File: src/rtl/acq_scheduler.sv
// Measurement sequencer for the acoustic camera angle path: periodic mic capture,
// angle calculation, 2^AVG_LOG2-sample averaging and UART hand-off.
module acq_scheduler #(
  parameter int unsigned PERIOD_CYC  = 6000000,
  parameter int unsigned TIMEOUT_CYC = 1000000,
  parameter int unsigned AVG_LOG2    = 2,
  parameter int unsigned DW          = 16
) (
  input  logic                 clk_60MHz,
  input  logic                 rst,
  input  logic                 run,
  output logic                 subsys_start,
  input  logic                 subsys_done,
  output logic                 calc_ena,
  input  logic                 calc_done,
  input  logic signed [DW-1:0] angel,
  input  logic                 uart_ready,
  output logic                 uart_ena,
  output logic signed [DW-1:0] uart_data,
  output logic                 timeout_err,
  output logic                 busy
);

  localparam int unsigned PW    = (PERIOD_CYC > 1) ? $clog2(PERIOD_CYC) : 1;
  localparam int unsigned TW    = (TIMEOUT_CYC > 1) ? $clog2(TIMEOUT_CYC) : 1;
  localparam int unsigned AW    = DW + AVG_LOG2;
  localparam int unsigned CW    = AVG_LOG2 + 1;
  localparam int unsigned NSAMP = 1 << AVG_LOG2;

  typedef enum logic [2:0] {
    IDLE, WAIT_TICK, START, WAIT_MIC, CALC, WAIT_CALC, SEND_WAIT, SEND
  } state_t;

  state_t               state;
  logic [PW-1:0]        per_cnt;
  logic [TW-1:0]        tmo;
  logic signed [AW-1:0] acc;
  logic [CW-1:0]        cnt;
  logic [CW-1:0]        cnt_inc;
  logic                 tick;
  logic                 tmo_hit;

  assign tick    = run && (per_cnt == PW'(PERIOD_CYC - 1));
  assign tmo_hit = (tmo == TW'(TIMEOUT_CYC - 1));
  assign cnt_inc = cnt + CW'(1);

  // Free-running measurement period; holds while run is low, restarts from IDLE.
  always_ff @(posedge clk_60MHz) begin
    if (rst || state == IDLE) begin
      per_cnt <= '0;
    end else if (run) begin
      per_cnt <= tick ? '0 : per_cnt + PW'(1);
    end
  end

  // Sequencer; pulses are set on the transition into the state that owns them.
  always_ff @(posedge clk_60MHz) begin
    if (rst) begin
      state        <= IDLE;
      tmo          <= '0;
      acc          <= '0;
      cnt          <= '0;
      subsys_start <= 1'b0;
      calc_ena     <= 1'b0;
      uart_ena     <= 1'b0;
      uart_data    <= '0;
      timeout_err  <= 1'b0;
      busy         <= 1'b0;
    end else begin
      subsys_start <= 1'b0;
      calc_ena     <= 1'b0;
      uart_ena     <= 1'b0;
      case (state)
        IDLE: begin
          acc  <= '0;
          cnt  <= '0;
          busy <= 1'b0;
          if (run) state <= WAIT_TICK;
        end
        WAIT_TICK: begin
          if (!run) begin
            state <= IDLE;
            acc   <= '0;
            cnt   <= '0;
          end else if (tick) begin
            state        <= START;
            subsys_start <= 1'b1;
            busy         <= 1'b1;
          end
        end
        START: begin
          state <= WAIT_MIC;
          tmo   <= '0;
        end
        WAIT_MIC: begin
          if (subsys_done) begin
            state    <= CALC;
            calc_ena <= 1'b1;
          end else if (tmo_hit) begin
            state       <= WAIT_TICK;
            timeout_err <= 1'b1;
            busy        <= 1'b0;
          end else begin
            tmo <= tmo + TW'(1);
          end
        end
        CALC: begin
          state <= WAIT_CALC;
          tmo   <= '0;
        end
        WAIT_CALC: begin
          if (calc_done) begin
            acc <= acc + AW'(angel);
            cnt <= cnt_inc;
            if (cnt_inc == CW'(NSAMP)) begin
              state <= SEND_WAIT;
            end else begin
              state <= WAIT_TICK;
              busy  <= 1'b0;
            end
          end else if (tmo_hit) begin
            // Timed-out sample is dropped; earlier samples stay in the average.
            state       <= WAIT_TICK;
            timeout_err <= 1'b1;
            busy        <= 1'b0;
          end else begin
            tmo <= tmo + TW'(1);
          end
        end
        SEND_WAIT: begin
          if (uart_ready) begin
            state     <= SEND;
            uart_ena  <= 1'b1;
            uart_data <= DW'(acc >>> AVG_LOG2);
          end
        end
        SEND: begin
          acc   <= '0;
          cnt   <= '0;
          busy  <= 1'b0;
          state <= run ? WAIT_TICK : IDLE;
        end
        default: state <= IDLE;
      endcase
    end
  end

endmodule

File: config.mk
export PLATFORM = sky130hd
export DESIGN_NAME = acq_scheduler
export DESIGN_NICKNAME = d
export VERILOG_FILES = /design/src/rtl/acq_scheduler.sv
export SDC_FILE = /design/constraint.sdc
export NUM_CORES = 1
export LEC_CHECK = 0
export ABC_CLOCK_PERIOD_IN_PS = 7140
export CAP_MARGIN = 20
export CORE_MARGIN = 3
export CORE_UTILIZATION = 39
export CTS_CLUSTER_SIZE = 14
export DETAILED_ROUTE_END_ITERATION = 16
export SYNTH_ARGS = -nofsm -noshare
export SYNTH_HDL_FRONTEND = slang
export SYNTH_SLANG_ARGS = --single-unit
File: constraint.sdc
create_clock -name clk_60MHz -period 7.14 [get_ports clk_60MHz]
set_input_delay 1.785 -clock clk_60MHz [delete_from_list [all_inputs] [get_ports clk_60MHz]]
set_output_delay 1.785 -clock clk_60MHz [all_outputs]
set_load 0.005 [all_outputs]
==> results by group <==
STA
  – Setup-failing EPs final: 0
  – RSZ-0062 raised after global routing: no
  – Slew HR: 38.3%
  – Setup TNS: 0 ps
  – Worst hold margin: 453 ps
  – Clk_skew: 12.7 ps
  – Max Fclk: 0.243 GHz
  – Pins Over Slew Limit: 0
  – Min Tclk post-route: 4110 ps
  – Hold Fails Final Rpt: 0
  – Setup ws final: 3030 ps
  – Worst slew pin tran: 925 ps
  – Tcrit/Tclk final: 57.5%

Placed design
  – Buffers on Ports: 42
  – Placed Cells: 725
  – DP Worst Slack: 2740 ps
  – Detail Placement HPWL: 7.28 mm
  – GP Congestion: 0.858

Worst setup path
  – Max FO, Critical Path: 6
  – CP cell instances: clkdlybuf4s50_1, ha_1, a2111oi_0, nor4_2, a211oi_2, o31ai_4, nand3_1, nor4b_1, o311ai_1
  – CP endpoint kind: flip-flop
  – Reg-to-reg startpoint: state[1]
  – Critical Path AT: 4320 ps
  – CP Class: in2reg
  – Slowest CP cell: a2111oi_0
  – Setup crit start: angel[6]
  – CP Launch Type: primary input
  – Delay of the slowest critical-path stage: 590 ps
  – Critical path data required time: 7350 ps

GRT
  – Initial antenna violation count: 0
  – First-pass GRT wire length: 17.7 mm
  – Vias in the first global route: 3,778
  – Tot GR Track Use: 16.4%
  – Largest net degree at the start of global routing: 45
  – Remaining global-route overflow: 0

Clocking
  – # hold bufs at CTS: 0
  – Clock root buffer: clkbuf_16
  – Worst-Skew Late Latency: 350 ps
  – Post-CTS Setup Inserts: 0
  – H-tree levels: 3
  – CTS Buf Count: 9
  – CTS Sinks: 88
  – Worst-path clk slew: 60 ps
  – Max Buffers Root-to-Sink: 2
  – CTS tree: yes
  – Post-CTS sizing: 0

Finish
  – N_diodes: 0
  – Most frequent cells in the layout: 88 x dfxtp_1, 80 x nor2_1, 57 x nand2_1
  – Fin nets: 640
  – Layout cells sized above 1: 5.35%
  – Area of the multi-input gates: 2760 µm²
  – Layout fillers: 1,112
  – Register area: 1760 µm²
  – Post-Layout Cell Count: 741
  – Synth-to-Final Area Change: 17.8%
  – Leading cell type in the layout, fill and taps excluded: dfxtp_1

Die
  – Core area: 11,500 µm²
  – Die area: 13,300 µm²
  – Initial Util: 40.4%
  – IO Pins: 43
  – Rows: 39
  – Die Wd: 115 µm
  – Die height: 115 µm

Yosys
  – Mapped cell area: 4650 µm²
  – Avg Inst Size Synth: 8.34 µm²
  – Register area share after synthesis: 37.9%
  – Largest area contributor in the netlist: dfxtp_1
  – Post-synth EDFFs: 0
  – Synth Flop Type: dfxtp_1
  – Synthesis-stage register bit count: 88
  – Top-area cell type share of the netlist area: 37.9%
  – Post-Syn Instances: 558
  – Library cells used by synthesis: 57
  – Syn Nets: 605
  – Synth area leaders: dfxtp_1 38%, ha_1 6.5%, nor2_1 6.5%
  – Synth warnings: 0
  – Ys async rst share: 0%

Min path
  – Hold Path Class: reg2reg
  – Min-delay src: uart_data[6]

Routing
  – Drt initial violations: 253
  – First-pass DRT Iterations: 4
  – Drc violations: 0
  – Vias/cell: 5.31
  – DRT Wirelength: 10.2 mm
  – Detail Route Antenna Nets: 0
  – DR vias: 3,933
  – Routed WL per cell: 13.7 µm

Power and ir drop
  – Power Density: 186 nW/µm²
  – Leak Pwr: 0.00199 µW
  – Worst vdd ir: 0.0000897 V

Outcome
  – Status: finished, final reports clean

Flow run
  – Max-cap viol count: 0
==> layout make-up <==
type | count | share of cell area (%)
Inverter | 14 | 0.959
Clock inverter | 5 | 1.05
Clock buffer | 11 | 4.25
Sequential cell | 88 | 32.1
Multi-Input combinational cell | 436 | 50.4
Timing Repair Buffer | 44 | 7.94
Tap cell | 143 | 3.26
==> worst max-delay path: cells and delay by family <==
kind / cells / cell delay, ps
adder cells (fa/ha/maj): 1 / 360
AND/OR/NAND/NOR: 3 / 540
buffers and inverters: 1 / 410
AO/OA/AOI/OAI: 4 / 1200
==> flip-flops by register name, summed over array words and instances, names as in the netlist <==
signal,count
acc,18
subsys_start,1
timeout_err,1
calc_ena,1
tmo,20
state,3
cnt,3
per_cnt,23
busy,1
uart_data,16
uart_ena,1
==> power by group <==
| group | switching [µW] | leakage, µW | internal (µW) | total [µW] |
|---|---|---|---|---|
| logic | 31.3 | 0.00113 | 25.7 | 57.1 |
| clock network | 193 | 0.000143 | 271 | 464 |
| registers | 3.98 | 0.000709 | 492 | 496 |
| total | 228 | 0.00199 | 789 | 1020 |
==> layer usage <==
metal  wire length [µm]  global-route usage (%)  part of all wire, %  vias up
li1                   -                       -                    -     2026
met1               5030                    22.1                   49     1816
met2               4580                    25.6                   45       79
met3                415                    4.11                  4.1       12
met4                144                    5.95                  1.4        0
met5                  0                       0                    0        -
==> logic make-up after synthesis <==
family / after synthesis / share of synthesized area (%)
simple gates: 244 / 25.2
compound gates: 113 / 17.0
flops: 88 / 37.9
xor+xnor: 52 / 9.79
buf+inv: 34 / 2.77
fa+ha+maj: 25 / 6.88
mux: 2 / 0.457
==> through the flow <==
stage	util (%)	total power, µW	cell area, µm²
after global placement	45.1	563	5190
after global routing	47.6	1060	5480
final	47.6	1020	5480
after CTS	47.6	1030	5480
after detailed placement	45.1	565	5190
after floorplan	-	541	4650
==> synthesized netlist by cell type, types with 12 or more instances <==
cell / n
nand3_1: 30
xnor2_1: 25
ha_1: 24
xor2_1: 27
clkbuf_1: 19
o21ai_0: 13
nand2_1: 57
a21oi_1: 42
dfxtp_1: 88
nor2_1: 80
inv_1: 14
nor3_1: 12
and3_1: 14
==> worst paths after layout <==
check / end / slack (ps) / cells past startpoint
max: acc[17] / 3030 / 9
min: uart_data[6] / 450 / 2
max reg2reg: tmo[19] / 4360 / 7
min reg2reg: uart_data[6] / 450 / 2
Note: power is estimated with default switching activity, not from simulation.
